### src/rtl/diff_tx_pkg.sv
// Shared types and constants for the differential serial transmitter.
package diff_tx_pkg;

  typedef enum logic [2:0] {IDLE, START, DATA, PARITY, STOP} tx_state_e;

  localparam logic LINE_IDLE  = 1'b1;
  localparam logic LINE_START = 1'b0;

  function automatic int unsigned frame_bits(input int unsigned data_w, input bit parity_en);
    return data_w + 32'd2 + (parity_en ? 32'd1 : 32'd0);
  endfunction

endpackage

### src/rtl/diff_bit_timer.sv
// Bit-period timer: counts 0..CLKS_PER_BIT-1 and pulses bit_tick at terminal count.
module diff_bit_timer #(
  parameter int unsigned CLKS_PER_BIT = 4
) (
  input  logic clk,
  input  logic rst_n,
  input  logic clear,
  output logic bit_tick
);

  localparam int unsigned CNT_W = $clog2(CLKS_PER_BIT + 1);
  localparam logic [CNT_W-1:0] CNT_LAST = CNT_W'(CLKS_PER_BIT - 1);

  logic [CNT_W-1:0] cnt_q, cnt_d;

  always_comb begin
    bit_tick = (cnt_q == CNT_LAST);
    if (clear || bit_tick) cnt_d = '0;
    else                   cnt_d = cnt_q + CNT_W'(1);
  end

  always_ff @(posedge clk or negedge rst_n) begin
    if (!rst_n) cnt_q <= '0;
    else        cnt_q <= cnt_d;
  end

endmodule

### src/rtl/diff_serial_tx.sv
// UART-style frame serializer driving a true/complement pair from one registered line bit.
// Optional even parity bit after the data when DIFF_TX_PARITY_EN is defined.
module diff_serial_tx
  import diff_tx_pkg::*;
#(
  parameter int unsigned DATA_W       = 8,
  parameter int unsigned CLKS_PER_BIT = 4
) (
  input  logic              clk,
  input  logic              rst_n,
  input  logic [DATA_W-1:0] tx_data,
  input  logic              tx_valid,
  output logic              tx_ready,
  output logic              tx_p,
  output logic              tx_n,
  output logic              busy
);

  localparam int unsigned IDX_W = $clog2(DATA_W);
  localparam logic [IDX_W-1:0] IDX_LAST = IDX_W'(DATA_W - 1);

  tx_state_e         state_q, state_d;
  logic [DATA_W-1:0] shift_q, shift_d;
  logic [IDX_W-1:0]  idx_q, idx_d;
  logic              line_q, line_d;
  logic              busy_q, busy_d;
  logic              ready_q, ready_d;
  logic              timer_clear;
  logic              bit_tick;
`ifdef DIFF_TX_PARITY_EN
  logic              parity_q, parity_d;
`endif

  diff_bit_timer #(.CLKS_PER_BIT(CLKS_PER_BIT)) u_timer (
    .clk      (clk),
    .rst_n    (rst_n),
    .clear    (timer_clear),
    .bit_tick (bit_tick)
  );

  always_comb begin
    state_d     = state_q;
    shift_d     = shift_q;
    idx_d       = idx_q;
    line_d      = line_q;
    timer_clear = 1'b0;
`ifdef DIFF_TX_PARITY_EN
    parity_d    = parity_q;
`endif
    case (state_q)
      IDLE: begin
        line_d = LINE_IDLE;
        if (tx_valid) begin
          shift_d     = tx_data;
          idx_d       = '0;
          state_d     = START;
          line_d      = LINE_START;
          timer_clear = 1'b1;
`ifdef DIFF_TX_PARITY_EN
          parity_d    = ^tx_data;
`endif
        end
      end
      START: begin
        if (bit_tick) begin
          state_d = DATA;
          line_d  = shift_q[0];
        end
      end
      DATA: begin
        // line is registered, so the next bit is loaded from shift_q[1] ahead of the shift
        if (bit_tick) begin
          shift_d = shift_q >> 1;
          if (idx_q == IDX_LAST) begin
            idx_d   = '0;
`ifdef DIFF_TX_PARITY_EN
            state_d = PARITY;
            line_d  = parity_q;
`else
            state_d = STOP;
            line_d  = LINE_IDLE;
`endif
          end else begin
            idx_d  = idx_q + IDX_W'(1);
            line_d = shift_q[1];
          end
        end
      end
`ifdef DIFF_TX_PARITY_EN
      PARITY: begin
        if (bit_tick) begin
          state_d = STOP;
          line_d  = LINE_IDLE;
        end
      end
`endif
      STOP: begin
        line_d = LINE_IDLE;
        if (bit_tick) state_d = IDLE;
      end
      default: begin
        state_d = IDLE;
        line_d  = LINE_IDLE;
      end
    endcase
    busy_d  = (state_d != IDLE);
    ready_d = (state_d == IDLE);
  end

  always_ff @(posedge clk or negedge rst_n) begin
    if (!rst_n) begin
      state_q  <= IDLE;
      shift_q  <= '0;
      idx_q    <= '0;
      line_q   <= LINE_IDLE;
      busy_q   <= 1'b0;
      ready_q  <= 1'b1;
`ifdef DIFF_TX_PARITY_EN
      parity_q <= 1'b0;
`endif
    end else begin
      state_q  <= state_d;
      shift_q  <= shift_d;
      idx_q    <= idx_d;
      line_q   <= line_d;
      busy_q   <= busy_d;
      ready_q  <= ready_d;
`ifdef DIFF_TX_PARITY_EN
      parity_q <= parity_d;
`endif
    end
  end

  assign tx_p     = line_q;
  assign tx_n     = ~line_q;
  assign busy     = busy_q;
  assign tx_ready = ready_q;

endmodule
### config.mk
export PLATFORM = sky130hd
export DESIGN_NAME = diff_serial_tx
export DESIGN_NICKNAME = d
export VERILOG_FILES = /design/src/rtl/diff_tx_pkg.sv /design/src/rtl/diff_bit_timer.sv /design/src/rtl/diff_serial_tx.sv
export SDC_FILE = /design/constraint.sdc
export NUM_CORES = 1
export LEC_CHECK = 0
export ABC_AREA = 1
export ABC_CLOCK_PERIOD_IN_PS = 1450
export BUFFER_PORTS_ARGS = -buffer_cell sky130_fd_sc_hd__buf_2
export CAP_MARGIN = 20
export CORE_UTILIZATION = 35
export DETAILED_ROUTE_END_ITERATION = 10
export GPL_ROUTABILITY_DRIVEN = 0
export GPL_TIMING_DRIVEN = 0
export HOLD_SLACK_MARGIN = 0.05
export SLEW_MARGIN = 30
export SYNTH_ARGS = -nofsm -noshare
export SYNTH_HDL_FRONTEND = slang
export SYNTH_SLANG_ARGS = --single-unit
### constraint.sdc
create_clock -name clk -period 1.45 [get_ports clk]
set_clock_uncertainty 0.1 [all_clocks]
set_input_delay 0.0725 -clock clk [delete_from_list [all_inputs] [get_ports clk]]
set_output_delay 0.0725 -clock clk [all_outputs]
set_load 0.02 [all_outputs]
==> summary.md, run 1 <==
| Metric | Value |
|---|---|
| IO Pins | 15 |
| Worst skew pair latency | 300 ps |
| Via density | 4.647 |
| Area grow syn2layout | 29.14% |
| Peak supply drop | 0.6356 mV |
| Ys Warns | 0 |
| CTS sink count | 20 |
| Post-route cell area | 1386 µm² |
| Place WS | -67.28 ps |
| Top cells by area in the synthesized netlist | dfrtp_1, nand2_1, nand3_1, inv_1, ha_1 |
| Clock power frac | 0.127 |
| Wire length per cell | 10.76 µm |
| Area of the core | 2829 µm² |
| First-pass GRT wire length | 3.594 mm |
| Final ANT Viol Nets | 0 |
| Post-Syn Nets | 144 |
| Status | finished clean |
| H-Tree Depth | 1 |
| Setup ws final | 72.21 ps |
| Period utilization | 0.9502 |
| Clock Root Buffer | clkbuf_4 |
| EDFF count, synth | 0 |
| Flop-to-flop setup slack | 70 ps |
| Post-synth top cells | nand2_1, nand3_1, dfrtp_1, inv_1, nor2_1 |
| Register area share after synthesis | 0.4685 |
| Worst hold path class | input port to asynchronous set/reset pin |
| Minimum clock period | 1378 ps |
| Vias | 883 |
| GR Util met2 | 0.2309 |
| Grt peak-use layer | met2 |
| R2r startpoint | u_timer.cnt_q[0] |
| Static leakage | 0.7211 nW |
| Clock Path Buffers | 2 |
| Post-synthesis register bit count | 20 |
| DRT Wirelength | 2.044 mm |
| Drt first pass iters | 4 |
| Setup crit start kind | flip-flop |
| Clk slew on worst S/H paths | 120 ps |
| Most used DFF post-synth | dfrtp_1 |
| # diodes | 0 |
| Count leader, synth | nand2_1 |
| Slew Limit Fails | 0 |
| Top cell type's share of synthesized area | 0.4196 |
| Die Span Y | 57.38 µm |
| Final net count | 176 |
| CP Data Required Time | 1560 ps |
| CTS tree | done |
| Crit-path max FO | 5 |
| Critical path type | flip-flop to flip-flop |
| Cell Area, Placed | 1182 µm² |
| Initial core utilization | 0.3795 |
| Congestion Overflow GR | 0 |
| RSZ-0062 raised after global routing | true |
| Rows | 19 |
| Cell-internal power | 0.001489 W |
| Vias in the first global route | 851 |
| Psw | 0.001034 W |
| Inserted Clock Buffers | 3 |
| Grt met3 use | 0.02721 |
| Setup TNS | 0 ps |
| Worst-Margin Slew | 463.9 ps |
| F_max | 725.8 MHz |
| Total GRT Usage | 0.1418 |
| Synth Cell Area | 1074 µm² |
| Unique masters post-synth | 18 |
| RR Endpoint | shift_q[6] |
| Power per Cell Area | 1820 nW/µm² |
| Rel. slew slack | 0.6907 |
| Chip width | 57.38 µm |
| Initial antenna violation count | 0 |
| Maxcap violations | 0 |
| FFs w/ async S/R, synth | 1.000 |
| Switching power share of the total | 0.4099 |
| Largest net degree at the start of global routing | 21 |
| Remaining DRCs | 0 |
| GR Layer Usage met1 | 0.1787 |
| IO Port Bufs | 14 |
| Setup violators final | 0 |
| Die Area | 3292 µm² |
| Initial drt markers | 16 |
| Layout cells sized above 1 | 0.2767 |
| Worst setup EP type | flip-flop |
| Syn_area_per_cell | 8.387 µm² |
| Share of power burned in registers | 0.370 |
| Comb power frac | 0.502 |
| DP Wirelength | 1.399 mm |
| Cells on worst reg2reg path | 7 |
| Largest area contributor in the netlist | dfrtp_1 |
| Syn Inst Count | 128 |
| Final hold violations | 0 |
| Arr. time, crit path | 1480 ps |
| Tot Pwr | 0.002523 W |
## layer usage
| layer | wire length (µm) | part of all wire |
|---|---|---|
| met1 | 988 | 0.48 |
| met2 | 988 | 0.48 |
| met3 | 51 | 0.025 |
| met4 | 16 | 0.0078 |
| met5 | 0 | 0 |
## through the flow
stage               instances  hold slack, ps    util
floorplan                 128          -323.1       -
global placement          173          -56.34  0.4180
detailed placement        173          -48.32  0.4180
CTS                       188           143.4  0.4750
global route              190           191.6  0.4900
finish                    190           141.8  0.4900
## what timing repair did
item,in CTS,in global routing
endpoints found under the setup margin,11,12
gates cloned,0,1
gates resized for setup,4,7
pin swaps,0,3
endpoints found under the hold margin,30,0
buffers inserted,1,1
hold buffers,10,0
## registers in the layout (all words and copies together), names as in the netlist
register       count
tx_p               1
tx_ready           1
u_timer.cnt_q      3
shift_q            8
busy               1
state_q            3
idx_q              3
## cells by family (layout without fill, tap and decap cells)
family	after synthesis	in the layout	share of synthesized area
simple gates	71	71	0.3007
buf+inv	23	54	0.1189
flops	20	20	0.4685
compound gates	9	9	0.05362
fa+ha+maj	5	5	0.05828
## worst max-delay path by stage
stage / start / end / depth (start not counted) / slack (ps)
final: u_timer.cnt_q[0] / shift_q[6] / 7 / 70
after global placement: u_timer.cnt_q[0] / shift_q[2] / 7 / -40
after global routing: state_q[0] / shift_q[2] / 8 / -10
after detailed placement: u_timer.cnt_q[0] / shift_q[2] / 7 / -70
after CTS: idx_q[0] / tx_ready / 8 / 8
after floorplan: u_timer.cnt_q[0] / shift_q[2] / 7 / 40
## cell usage in the layout, fill, tap and decap left out
cell	Yosys	routed
dlygate4sd3_1	0	10
nand2_2	0	2
o22ai_1	1	1
dfrtp_1	18	18
nor3_2	1	1
inv_1	17	16
nand2_1	38	36
ha_4	0	3
nor2_2	1	1
clkbuf_4	0	3
buf_4	0	2
nand2_4	1	1
nand3_1	21	21
buf_6	4	4
buf_2	1	16
inv_2	0	1
o21ai_2	3	3
o21ai_0	2	2
o21ai_1	3	3
nor2_1	8	8
ha_2	0	2
nand3_4	1	1
dfstp_2	2	2
clkbuf_8	1	2
## power by group through the flow
stage	sequential [W]	clock (W)	combinational (W)
CTS	0.000924	0.000339	0.00122
global placement	0.000930	0	0.00112
global route	0.000964	0.000351	0.00143
floorplan	0.000969	0	0.000850
detailed placement	0.000939	0	0.00115
finish	0.000935	0.000321	0.00127
## worst max-delay path, stage by stage, from the launching register on
cell	delay [ps]
dfrtp_1	420
ha_4	180
ha_4	170
nand3_4	80
nand2_2	70
buf_2	170
nand2_1	70
nand2_1	40
## layout make-up
cell class                 count  area [µm²]
buffer                         6       63.81
clock buffer                   4       36.28
fill                         266        1443
inverter                      17       63.81
multi-input combinational     85       490.5
sequential                    20       503.0
tap                           31       38.79
timing repair buffer          27       190.2
Power figures use the tool's default switching activity.
==> inputs of run 2 (changes only) <==
- ABC_CLOCK_PERIOD_IN_PS: 1450 -> 1500
- PLACE_DENSITY_LB_ADDON: default -> 0.1
- clock period: 1.45 -> 1.5 ns (I/O delays scaled with it)
==> summary.md, run 2 (synthesized netlist as in run 1, its figures left out) <==
| Metric | Value |
|---|---|
| IO Port Bufs | 14 (unchanged) |
| Total GRT Usage | 0.1469 (was 0.1418) |
| Period utilization | 0.9405 (was 0.9502) |
| Layout cells sized above 1 | 0.2484 (was 0.2767) |
| Setup crit end | shift_q[2] (was shift_q[6]) |
| Largest register FFs | 8 (unchanged) |
| Via density | 4.803 (was 4.647) |
| Remaining DRCs | 3 (was 0) |
| F_max | 708.8 MHz (was 725.8 MHz) |
| Critical path type | flip-flop to flip-flop (unchanged) |
| Worst setup EP type | flip-flop (unchanged) |
| Congestion Overflow GR | 0 (unchanged) |
| Vias in the first global route | 831 (was 851) |
| Hold Worst Slack | 127.2 ps (was 141.8 ps) |
| IO Pins | 15 (unchanged) |
| Largest reg by FF count | shift_q (unchanged) |
| RSZ-0062 raised after global routing | false (was true) |
| Clock Root Buffer | clkbuf_4 (unchanged) |
| Peak supply drop | 0.5795 mV (was 0.6356 mV) |
| Clk slew on worst S/H paths | 120 ps (about the same) |
| Most common cell after layout, fill and taps aside | nand2_1 (unchanged) |
| Die Span Y | 57.38 µm (unchanged) |
| Crit path cell chain | ha_2 > ha_2 > nand3_4 > nand2_1 > buf_6 > nand2_1 > o21ai_2 (was ha_4 > ha_4 > nand3_4 > nand2_2 > buf_2 > nand2_1 > nand2_1) |
| Setup crit start kind | flip-flop (unchanged) |
| Slowest stage cell on the critical path | dfrtp_1 (unchanged) |
| Tot Pwr | 0.002362 W (was 0.002523 W) |
| Final hold violations | 0 (unchanged) |
| Worst skew pair latency | 310 ps (was 300 ps) |
| Setup violators final | 0 (unchanged) |
| Cell count along the critical path | 7 (unchanged) |
| Area grow syn2layout | 24.71% (was 29.14%) |
| Final net count | 174 (was 176) |
| Arr. time, crit path | 1530 ps (was 1480 ps) |
| Static leakage | 0.7139 nW (was 0.7211 nW) |
| Crit-path max FO | 10 (was 5) |
| Drt first pass iters | 7 (was 4) |
| Status | finished with violations (was finished clean) |
| RR Endpoint | shift_q[2] (was shift_q[6]) |
| Initial drt markers | 24 (was 16) |
| Flop-to-flop setup slack | 90 ps (was 70 ps) |
| Rows | 19 (unchanged) |
| Final ANT Viol Nets | 0 (unchanged) |
| Area of the core | 2829 µm² (unchanged) |
| CP delay by family, top | flip-flops (unchanged) |
| CTS tree | done (unchanged) |
| Die Area | 3292 µm² (unchanged) |
| Initial antenna violation count | 0 (unchanged) |
| Vias | 903 (was 883) |
| Power per Cell Area | 1764 nW/µm² (was 1820 nW/µm²) |
| Worst hold path class | input port to asynchronous set/reset pin (unchanged) |
| Wire length per cell | 11.55 µm (was 10.76 µm) |
| CTS sink count | 20 (unchanged) |
| Slew Limit Fails | 0 (unchanged) |
| Setup TNS | 0 ps (unchanged) |
| Inserted Clock Buffers | 3 (unchanged) |
| Largest net degree at the start of global routing | 21 (unchanged) |
| H-Tree Depth | 1 (unchanged) |
| Slowest stage delay, CP | 400 ps (was 420 ps) |
| First-pass GRT wire length | 3.663 mm (was 3.594 mm) |
| Failing checks | design-rule violations |
| Minimum clock period | 1411 ps (was 1378 ps) |
| Most frequent cells in the layout | nand2_1, nand3_1, dfrtp_1 (unchanged) |
| Worst-Margin Slew | 462.6 ps (was 463.9 ps) |
| CP Buf/Inv Count | 1 (unchanged) |
| Chip width | 57.38 µm (unchanged) |
| Clock Path Buffers | 2 (unchanged) |
| Crit path launch | u_timer.cnt_q[0] (unchanged) |
| Cells on worst reg2reg path | 7 (unchanged) |
| CP Data Required Time | 1620 ps (was 1560 ps) |
| Initial core utilization | 0.3795 (unchanged) |
| DRT Wirelength | 2.172 mm (was 2.044 mm) |
| # diodes | 0 (unchanged) |
| R2r startpoint | u_timer.cnt_q[0] (unchanged) |
| Maxcap violations | 0 (unchanged) |
| Rel. slew slack | 0.6916 (was 0.6907) |
| DP Wirelength | 1.427 mm (was 1.399 mm) |
run 2: changes by cell type in the layout (fill, tap and decap cells not counted), sizes merged:
| cell | delta |
|---|---|
| buf | -2 |
run 2: layout make-up:
cell class	count	area, µm²
buffer	6	63.81
inverter	17	63.81
tap	31	38.79
timing repair buffer	25	177.7
clock buffer	4	36.28
sequential	20	503.0
fill	300	1490
multi-input combinational	85	455.4
run 2: worst min-delay path by stage:
stage | start | to | slack, ps | cells after the start
2_1_floorplan | rst_n | busy | -320 | 0
3_3_place_gp | rst_n | shift_q[3] | -50 | 1
3_5_place_dp | rst_n | shift_q[4] | -40 | 1
4_1_cts | rst_n | shift_q[4] | 150 | 2
5_1_grt | rst_n | shift_q[4] | 170 | 2
6_report | rst_n | shift_q[3] | 130 | 2
run 2: worst register-to-register path: stages (launching register included):
cell	delay (ps)
dfrtp_1	400
ha_2	200
ha_2	200
nand3_4	80
nand2_1	70
buf_6	150
nand2_1	70
o21ai_2	50
run 2: timing repair:
item | 4_1_cts | 5_1_grt
resized for setup | 1 | 4
hold endpoints to repair | 30 | 0
setup endpoints to repair | 1 | 5
buffers inserted | 0 | 1
hold buffers | 10 | 0
pin swaps | 0 | 1
run 2: per-layer routing:
layer / share of wire / up-vias / GRT usage
met5: 0 / - / 0
met4: 0.022 / 0 / 0.08362
met3: 0.023 / 5 / 0.02041
met2: 0.46 / 13 / 0.2342
met1: 0.49 / 421 / 0.1908
li1: - / 464 / -
run 2: where the power goes:
part           internal [W]  switching, W  total (W)
clock network      0.000148      0.000179   0.000327
logic              0.000456      0.000687    0.00114
registers          0.000780      0.000112   0.000892
total               0.00138      0.000977    0.00236
run 2: through the flow:
stage	setup slack, ps	utilization	cell area, µm²	cells
after detailed placement	14.09	0.4180	1182	173
after global routing	7.520	0.4732	1339	188
final	89.21	0.4732	1339	188
after global placement	19.21	0.4180	1182	173
after CTS	20.41	0.4671	1321	187
after floorplan	87.17	-	1074	128
